File: src/rtl/pipeline_control_unit_if.sv
// Handshake and control bundle between the pipeline datapath and its stall/flush sequencer.
// The master side is the sequencer; the slave side is the datapath that raises requests.
interface pipeline_control_unit_if #(
  parameter int CNT_W = 16
);
  logic             HDUStall;
  logic             NextPCSrc_ex;
  logic             DMRq_mem;
  logic             DMReady;
  logic             pc_en;
  logic             fd_en;
  logic             de_en;
  logic             em_en;
  logic             mw_en;
  logic             fd_flush;
  logic             de_flush;
  logic             mem_err;
  logic [CNT_W-1:0] stall_cnt;
  logic [CNT_W-1:0] flush_cnt;

  modport master (
    input  HDUStall, NextPCSrc_ex, DMRq_mem, DMReady,
    output pc_en, fd_en, de_en, em_en, mw_en, fd_flush, de_flush,
    output mem_err, stall_cnt, flush_cnt
  );

  modport slave (
    output HDUStall, NextPCSrc_ex, DMRq_mem, DMReady,
    input  pc_en, fd_en, de_en, em_en, mw_en, fd_flush, de_flush,
    input  mem_err, stall_cnt, flush_cnt
  );
endinterface

File: src/rtl/pipeline_control_unit.sv
// Stall/flush sequencer for the 5-stage pipeline: combinational enable/flush decode, zero latency.
// Backpressure: a data-memory access that is not ready freezes every stage until ready or timeout.
module pipeline_control_unit #(
  parameter int CNT_W   = 16,
  parameter int TIMEOUT = 64
) (
  input logic                     clk,
  input logic                     rst,
  pipeline_control_unit_if.master bus
);
  typedef enum logic {RUN, MEM_WAIT} state_t;

  localparam int WAIT_W = $clog2(TIMEOUT + 1);

  state_t            state;
  logic [WAIT_W-1:0] wait_cnt;
  logic              mem_err_q;
  logic [CNT_W-1:0]  stall_q;
  logic [CNT_W-1:0]  flush_q;

  logic timeout_hit;
  logic mem_block;
  logic hold;
  logic branch;
  logic load_use;
  logic pc_en, fd_en, de_en, em_en, mw_en, fd_flush, de_flush;

  // A timed-out wait is released exactly like a ready cycle, so one hold term covers both states.
  always_comb begin
    timeout_hit = (state == MEM_WAIT) && (wait_cnt == WAIT_W'(TIMEOUT));
    mem_block   = bus.DMRq_mem && !bus.DMReady;
    hold        = mem_block && !timeout_hit;
    branch      = !hold && bus.NextPCSrc_ex;
    load_use    = !hold && !bus.NextPCSrc_ex && bus.HDUStall;
    pc_en       = !rst && !hold && !load_use;
    fd_en       = !rst && !hold && !load_use;
    de_en       = !rst && !hold;
    em_en       = !rst && !hold;
    mw_en       = !rst && !hold;
    fd_flush    = !rst && branch;
    de_flush    = !rst && (branch || load_use);
  end

  always_ff @(posedge clk or posedge rst) begin
    if (rst) begin
      state     <= RUN;
      wait_cnt  <= '0;
      mem_err_q <= 1'b0;
      stall_q   <= '0;
      flush_q   <= '0;
    end else begin
      if (hold) begin
        state    <= MEM_WAIT;
        wait_cnt <= (state == RUN) ? WAIT_W'(1) : wait_cnt + WAIT_W'(1);
      end else begin
        state    <= RUN;
        wait_cnt <= '0;
      end
      if (timeout_hit && mem_block) begin
        mem_err_q <= 1'b1;
      end
      if (!pc_en && (stall_q != '1)) begin
        stall_q <= stall_q + CNT_W'(1);
      end
      if (branch && (flush_q != '1)) begin
        flush_q <= flush_q + CNT_W'(1);
      end
    end
  end

  assign bus.pc_en     = pc_en;
  assign bus.fd_en     = fd_en;
  assign bus.de_en     = de_en;
  assign bus.em_en     = em_en;
  assign bus.mw_en     = mw_en;
  assign bus.fd_flush  = fd_flush;
  assign bus.de_flush  = de_flush;
  assign bus.mem_err   = mem_err_q;
  assign bus.stall_cnt = stall_q;
  assign bus.flush_cnt = flush_q;
endmodule

File: src/flat_wrapper.sv
// flat-port wrapper written by rule: the top's interface ports become plain ports
module pipeline_control_unit_flat 
#(
  parameter int CNT_W   = 16,
  parameter int TIMEOUT = 64
)
  (clk, rst, bus_HDUStall, bus_NextPCSrc_ex, bus_DMRq_mem, bus_DMReady, bus_pc_en, bus_fd_en, bus_de_en, bus_em_en, bus_mw_en, bus_fd_flush, bus_de_flush, bus_mem_err, bus_stall_cnt, bus_flush_cnt);
  pipeline_control_unit_if #(.CNT_W(CNT_W)) bus_i ();
  input logic clk;
  input logic rst;
  input wire logic [$bits(bus_i.HDUStall)-1:0] bus_HDUStall;
  input wire logic [$bits(bus_i.NextPCSrc_ex)-1:0] bus_NextPCSrc_ex;
  input wire logic [$bits(bus_i.DMRq_mem)-1:0] bus_DMRq_mem;
  input wire logic [$bits(bus_i.DMReady)-1:0] bus_DMReady;
  output wire logic [$bits(bus_i.pc_en)-1:0] bus_pc_en;
  output wire logic [$bits(bus_i.fd_en)-1:0] bus_fd_en;
  output wire logic [$bits(bus_i.de_en)-1:0] bus_de_en;
  output wire logic [$bits(bus_i.em_en)-1:0] bus_em_en;
  output wire logic [$bits(bus_i.mw_en)-1:0] bus_mw_en;
  output wire logic [$bits(bus_i.fd_flush)-1:0] bus_fd_flush;
  output wire logic [$bits(bus_i.de_flush)-1:0] bus_de_flush;
  output wire logic [$bits(bus_i.mem_err)-1:0] bus_mem_err;
  output wire logic [$bits(bus_i.stall_cnt)-1:0] bus_stall_cnt;
  output wire logic [$bits(bus_i.flush_cnt)-1:0] bus_flush_cnt;
  assign bus_i.HDUStall = bus_HDUStall;
  assign bus_i.NextPCSrc_ex = bus_NextPCSrc_ex;
  assign bus_i.DMRq_mem = bus_DMRq_mem;
  assign bus_i.DMReady = bus_DMReady;
  assign bus_pc_en = bus_i.pc_en;
  assign bus_fd_en = bus_i.fd_en;
  assign bus_de_en = bus_i.de_en;
  assign bus_em_en = bus_i.em_en;
  assign bus_mw_en = bus_i.mw_en;
  assign bus_fd_flush = bus_i.fd_flush;
  assign bus_de_flush = bus_i.de_flush;
  assign bus_mem_err = bus_i.mem_err;
  assign bus_stall_cnt = bus_i.stall_cnt;
  assign bus_flush_cnt = bus_i.flush_cnt;
  pipeline_control_unit #(.CNT_W(CNT_W), .TIMEOUT(TIMEOUT)) u_core (.clk(clk), .rst(rst), .bus(bus_i));
endmodule
File: config.mk
export PLATFORM = sky130hd
export DESIGN_NAME = pipeline_control_unit_flat
export DESIGN_NICKNAME = d
export VERILOG_FILES = /design/src/rtl/pipeline_control_unit_if.sv /design/src/rtl/pipeline_control_unit.sv /design/src/flat_wrapper.sv
export SDC_FILE = /design/constraint.sdc
export NUM_CORES = 1
export LEC_CHECK = 0
export ABC_CLOCK_PERIOD_IN_PS = 2300
export CAP_MARGIN = 10
export CORE_MARGIN = 1
export CORE_UTILIZATION = 50
export CTS_CLUSTER_DIAMETER = 150
export DETAILED_ROUTE_END_ITERATION = 12
export HOLD_SLACK_MARGIN = 0.08
export MAX_ROUTING_LAYER = met4
export PLACE_DENSITY = 0.8
export SLEW_MARGIN = 20
export SYNTH_ARGS = -nofsm -noshare
export SYNTH_HDL_FRONTEND = slang
export SYNTH_SLANG_ARGS = --single-unit
File: constraint.sdc
create_clock -name clk -period 2.3 [get_ports clk]
set_input_delay 0.46 -clock clk [delete_from_list [all_inputs] [get_ports clk]]
set_output_delay 0.46 -clock clk [all_outputs]
set_load 0.01 [all_outputs]
==> results of run 1 <==
==> cells in the final DEF, fill, tap and decap left out, types with 10 or more instances in the layout <==
cell type / n
clkdlybuf4s50_1: 37
xor2_1: 10
buf_4: 15
nand2_1: 13
dfrtp_1: 41
xnor2_1: 21
nand4_1: 12
and3_1: 11
nor2_1: 11
nand3_1: 12
==> worst reg2reg max path, delay by kind of cell, from the launching register on <==
kind	cells	cell delay [ns]
and+or+nand+nor	3	0.66
AOI/OAI and AO/OA	1	0.29
buffers and inverters	1	0.15
adders and majority gates	1	0.21
xor gates and xnor gates	1	0.15
DFF	1	0.43
==> cell type report <==
cell class                      instances  area (sq um)
Clock buffer                            7          86.3
Fill cell                             272          1020
Inverter                                7          26.3
Multi-Input combinational cell        131           955
Sequential cell                        41          1030
Tap cell                               48          60.1
Timing Repair Buffer                   63           597
==> cell usage after synthesis <==
| cell | count | share of area, % |
|---|---|---|
| xor2_1 | 10 | 4.3 |
| mux2_2 | 4 | 2.2 |
| buf_4 | 4 | 1.5 |
| nand2b_1 | 3 | 0.92 |
| a21oi_2 | 1 | 0.43 |
| and3_1 | 11 | 3.4 |
| dfrtp_1 | 41 | 51 |
| nand2_1 | 13 | 2.4 |
| nor4b_4 | 1 | 1.2 |
| nor3_4 | 1 | 0.80 |
| a21oi_1 | 2 | 0.49 |
| and4_1 | 6 | 2.6 |
| o21ai_0 | 1 | 0.25 |
| nand3_1 | 12 | 3.0 |
| a41o_1 | 1 | 0.49 |
| nand4_1 | 12 | 3.7 |
| and2_1 | 1 | 0.31 |
| o21a_1 | 1 | 0.37 |
| a31o_1 | 1 | 0.43 |
| inv_1 | 7 | 1.3 |
| nor2b_1 | 1 | 0.31 |
| xnor2_1 | 21 | 9.1 |
| nor3_1 | 2 | 0.49 |
| and4b_1 | 1 | 0.49 |
| ha_1 | 4 | 2.5 |
| a31oi_1 | 2 | 0.62 |
| o21bai_1 | 1 | 0.37 |
| nor2_1 | 12 | 2.2 |
| buf_6 | 1 | 0.55 |
| or2_2 | 1 | 0.31 |
| a22oi_2 | 1 | 0.62 |
| nor3_2 | 4 | 2.0 |
==> worst paths after layout <==
kind / end / slack, ns / cells after the start
min in group asynchronous: u_core.wait_cnt[2] / 0.75 / 3
max in group asynchronous: u_core.bus.stall_cnt[5] / 1.20 / 3
setup reg to reg: u_core.bus.flush_cnt[9] / 0.30 / 7
hold / removal: u_core.bus.mem_err / 0.49 / 1
setup / recovery: bus_fd_en / 0.14 / 6
hold reg to reg: u_core.bus.mem_err / 0.49 / 1
==> repair_timing <==
action	CTS	global route
pin swaps	2	3
setup endpoints to repair	7	7
buffers inserted	3	2
gates resized for setup	22	13
==> report_power, final <==
part	switching, uW	internal [uW]	total [uW]
logic	266	396	661
registers	178	857	1030
clock network	230	238	468
==> stage by stage <==
| step | util [%] | setup slack [ns] |
|---|---|---|
| after floorplan | - | 0.166 |
| after global placement | 69.7 | -0.250 |
| after detailed placement | 69.7 | -0.296 |
| after CTS | 72.2 | 0.00989 |
| after global routing | 72.9 | 0.00901 |
| final | 72.9 | 0.141 |
==> metal layers <==
| metal | GRT usage (%) | vias up | share of wire (%) |
|---|---|---|---|
| li1 | - | 767 | - |
| met1 | 28.2 | 803 | 44 |
| met2 | 35.2 | 41 | 51 |
| met3 | 5.90 | 6 | 4.2 |
| met4 | 7.07 | 0 | 1.3 |
| met5 | - | - | 0 |
==> flip-flops by register name, summed over array words and instances (netlist names) <==
register and cells:
u_core.bus.mem_err 1, u_core.state 1, u_core.bus.flush_cnt 16, u_core.bus.stall_cnt 16
u_core.wait_cnt 7
==> kinds of logic (layout without fill, tap and decap cells) <==
kind of cell	Yosys count	count (layout)	synth area share (%)
mux	4	4	2.22
simple gates	81	81	24.0
flops	41	41	50.5
compound gates	11	11	4.07
fa+ha+maj	4	4	2.46
buf+inv	12	77	3.33
xor+xnor	31	31	13.4
==> results.sh, run 1 <==
export IMPL_cp_top_family="flip-flops"
export IMPL_setup_tns_ns=0
export IMPL_cp_end_kind="output pin"
export IMPL_drv_slew=0
export IMPL_hold_start="u_core.bus.mem_err"
export IMPL_crit_start="u_core.wait_cnt[2]"
export IMPL_std_cell_rows=22
export IMPL_io_pins=46
export IMPL_instances_no_fill=297
export IMPL_min_period_over_period_pct=93.9
export IMPL_drt_iter0_markers=90
export IMPL_critPathSlowestCell="dfrtp_1"
export IMPL_grt_max_degree=42
export IMPL_cp_required_ns=1.84
export IMPL_postRouteWirelength_mm=4.31
export IMPL_core_area_sq_mm=0.00377
export IMPL_grt_pass1_wl_mm=7.09
export IMPL_power_uw=2160
export IMPL_antenna_cells=0
export IMPL_drc_errors=0
export IMPL_relSlewSlack_pct=66.8
export IMPL_irDropWorstVdd_uv=611
export IMPL_port_buffers=45
export IMPL_firstDrtPassIters=4
export IMPL_cts_clk_slew_worst_paths_ns=0.07
export IMPL_tightestPinTransition_ns=0.497
export IMPL_critical_path_buf_inv_count=3
export IMPL_cts_root_buf="clkbuf_8"
export IMPL_holdWs_ns=0.491
export IMPL_clock_skew_ns=0.00715
export IMPL_syn_num_nets=194
export IMPL_clock_path_buffers=2
export IMPL_rr_startpoint="u_core.bus.flush_cnt[0]"
export IMPL_clock_sinks=41
export IMPL_cts_buffers=5
export IMPL_grtUsageTotal_pct=22.4
export IMPL_gp_congestion=0.771
export IMPL_htreeDepth=2
export IMPL_crit_chain="nor4b_4 > a41o_1 > buf_4 > nand2_1 > inv_1 > clkbuf_2"
export IMPL_place_inst=286
export IMPL_dp_hpwl_mm=3.06
export IMPL_die_x_um=65.7
export IMPL_grt_ovfl_total=0
export IMPL_antenna_left=0
export IMPL_drive_gt1_share_pct=19.3
export IMPL_dpl_instance_area_sq_mm=0.00263
export IMPL_dieArea_sq_mm=0.00432
export IMPL_clk_latency_ns=0.29
export IMPL_rsz0062_at_grt="false"
export IMPL_dr_total_vias=1617
export IMPL_crit_fanout=4
export IMPL_initial_core_util_pct=53.8
export IMPL_maxCapViolations=0
export IMPL_antenna_found_initial=0
export IMPL_syn_cell_area_sq_mm=0.00203
export IMPL_synthCells=184
export IMPL_post_route_min_period_ns=2.16
export IMPL_synth_seq_cells=41
export IMPL_hold_violations=0
export IMPL_cp_arrival_ns=1.70
export IMPL_stdcell_area_sq_mm=0.00275
export IMPL_die_h_um=65.7
export IMPL_cts_hold_buf=0
export IMPL_grt_pass1_vias=1570
export IMPL_cts_tree="yes"
export IMPL_max_stage_delay_ns=0.41
export IMPL_worstSetupPathType="reg2out"
export IMPL_finalSetupViolCount=0
export IMPL_ys_seq_area_share_pct=50.5
export IMPL_ys_warn_count=0
export IMPL_ys_types=32
export IMPL_vias_per_cell=5.44
export IMPL_outcome="finished, final reports clean"
export IMPL_nets=259
export IMPL_hp_class="reg2reg"
export IMPL_wl_per_cell_um=14.5
export IMPL_power_density_mw_per_mm2=787
export IMPL_avgSynthCellArea_sq_um=11.0
export IMPL_p_leak_uw=0.00122
export IMPL_areaGrowthSynthToFinish_pct=35.4
export IMPL_fmax_mhz=463
export IMPL_start_kind="register"
Note: power is estimated with default switching activity, not from simulation.
==> run 2: changes to the inputs <==
CORE_UTILIZATION = 52   (was 50)
CTS_BUF_LIST = sky130_fd_sc_hd__clkbuf_8   (was default)
GPL_TIMING_DRIVEN = 0   (was default)
PLACE_DENSITY = 0.82   (was 0.8)
==> results.sh, run 2 (synthesized netlist as in run 1, its figures left out) <==
export IMPL_post_route_min_period_ns=2.28
export IMPL_port_buffers=45
export IMPL_ff2ff_setup_slack_ns=0.13
export IMPL_cts_tree="yes"
export IMPL_wl_per_cell_um=15.2
export IMPL_instances_no_fill=295
export IMPL_cp_end_kind="output pin"
export IMPL_htreeDepth=2
export IMPL_rr_startpoint="u_core.wait_cnt[1]"
export IMPL_switching_share_pct=30.6
export IMPL_irDropWorstVdd_uv=735
export IMPL_die_h_um=64.5
export IMPL_cts_root_buf="clkbuf_8"
export IMPL_min_period_over_period_pct=99.2
export IMPL_antenna_cells=0
export IMPL_rsz0062_at_grt="true"
export IMPL_dr_total_vias=1605
export IMPL_drive_gt1_share_pct=20.6
export IMPL_drc_errors=0
export IMPL_die_x_um=64.5
export IMPL_initial_core_util_pct=54.6
export IMPL_finalSetupViolCount=0
export IMPL_grt_max_degree=34
export IMPL_gp_congestion=0.798
export IMPL_grtUsageTotal_pct=25.1
export IMPL_cp_arrival_ns=1.82
export IMPL_clock_sinks=41
export IMPL_clock_skew_ns=0.00911
export IMPL_clock_path_buffers=2
export IMPL_hold_start="u_core.bus.mem_err"
export IMPL_met2WireLength_mm=2.30
export IMPL_p_leak_uw=0.00121
export IMPL_drt_iter0_markers=75
export IMPL_dpl_instance_area_sq_mm=0.00256
export IMPL_hp_class="reg2reg"
export IMPL_clk_latency_ns=0.30
export IMPL_areaGrowthSynthToFinish_pct=36.0
export IMPL_worstReg2RegEnd="u_core.bus.stall_cnt[6]"
export IMPL_place_inst=278
export IMPL_outcome="finished, final reports clean"
export IMPL_hold_violations=0
export IMPL_top_layer="met4"
export IMPL_grt_pass1_wl_mm=7.73
export IMPL_maxCapViolations=0
export IMPL_antenna_found_initial=0
export IMPL_postRouteWirelength_mm=4.49
export IMPL_grt_ovfl_total=0
export IMPL_worstSetupPathType="reg2out"
export IMPL_pwr_share_seq_pct=45.9
export IMPL_wl_met3_um=222
export IMPL_dieArea_sq_mm=0.00416
export IMPL_dp_hpwl_mm=2.92
export IMPL_nets=257
export IMPL_power_density_mw_per_mm2=816
export IMPL_start_kind="register"
export IMPL_ff2ff_path_depth=10
export IMPL_net_switching_power_uw=689
export IMPL_crit_fanout=3
export IMPL_cp_required_ns=1.84
export IMPL_std_cell_rows=22
export IMPL_vias_per_cell=5.44
export IMPL_fmax_mhz=438
export IMPL_grt_pass1_vias=1652
export IMPL_final_cell_mix="40 x dfrtp_1, 37 x clkdlybuf4s50_1, 21 x xnor2_1, 15 x buf_4"
export IMPL_clockPowerShare_pct=24.6
export IMPL_final_common_cell="dfrtp_1"
export IMPL_min_to="u_core.bus.mem_err"
export IMPL_core_area_sq_mm=0.00372
export IMPL_tightestPinTransition_ns=0.588
export IMPL_io_pins=46
export IMPL_relSlewSlack_pct=60.6
export IMPL_drv_slew=0
export IMPL_antenna_left=0
export IMPL_hold_depth=1
export IMPL_combPwrFrac_pct=29.5
export IMPL_p_int_uw=1570
export IMPL_stdcell_area_sq_mm=0.00276
export IMPL_cts_buffers=5
export IMPL_met1Wirelength_mm=1.89
export IMPL_cts_clk_slew_worst_paths_ns=0.07
export IMPL_firstDrtPassIters=4
## run 2: worst max-delay path, cell delays in order, from the launching register on
cell,delay (ns)
dfrtp_2,0.43
nor4b_4,0.31
a41o_1,0.31
buf_4,0.15
nand2_4,0.04
inv_2,0.08
buf_4,0.10
buf_4,0.10
## run 2: what timing repair did
action,in CTS,in global routing
setup endpoints to repair,7,7
gates resized for setup,22,15
buffers inserted,9,1
hold buffers,0,0
pin swaps,2,2
## run 2: worst max-delay path by stage
stage / cells after the start / to / slack (ns) / from
finish: 7 / bus_pc_en / 0.02 / u_core.wait_cnt[4]
global route: 6 / bus_de_flush / -0.06 / u_core.wait_cnt[4]
CTS: 6 / bus_de_flush / 0.005 / u_core.wait_cnt[5]
detailed placement: 7 / bus_de_flush / -0.50 / bus_DMReady
global placement: 4 / bus_fd_flush / -1.11 / rst
floorplan: 2 / bus_fd_flush / 0.17 / rst
## run 2: power by group through the flow
stage	clock network, uW	registers, uW	logic [uW]
3_3_place_gp	0	1040	634
4_1_cts	563	1040	665
2_1_floorplan	0	1080	255
6_report	555	1030	665
5_1_grt	604	1060	728
3_5_place_dp	0	1050	651
## run 2: metal layers
| metal | vias up | track usage [%] |
|---|---|---|
| met1 | 780 | 31.7 |
| met5 | - | - |
| met4 | 0 | 6.39 |
| li1 | 771 | - |
| met3 | 6 | 6.69 |
| met2 | 48 | 40.4 |
## run 2: cell type report
cell class | count | area, sq um
fill | 278 | 955
clock buffer | 5 | 68.8
buffer | 5 | 41.3
tap | 48 | 60.1
timing repair buffer | 56 | 531
sequential | 41 | 1030
clock inverter | 2 | 35.0
multi-input combinational | 131 | 972
inverter | 7 | 26.3
## run 2: through the flow
stage / hold slack (ns) / worst slack [ns] / utilization [%] / power, uW / setup TNS [ns]
finish: 0.489 / 0.0182 / 74.3 / 2250 / 0
global route: 0.524 / -0.0638 / 74.3 / 2400 / -0.194
CTS: 0.485 / 0.00474 / 73.7 / 2260 / 0
detailed placement: 0.469 / -0.503 / 68.9 / 1700 / -2.64
global placement: 0.465 / -1.11 / 68.4 / 1670 / -3.74
floorplan: 0.467 / 0.166 / - / 1330 / 0
==> run 3: changes to the inputs <==
HOLD_SLACK_MARGIN = default   (was 0.08)
==> results of run 3 <==
Final layout, timing and power as in run 2 (identical DEF).
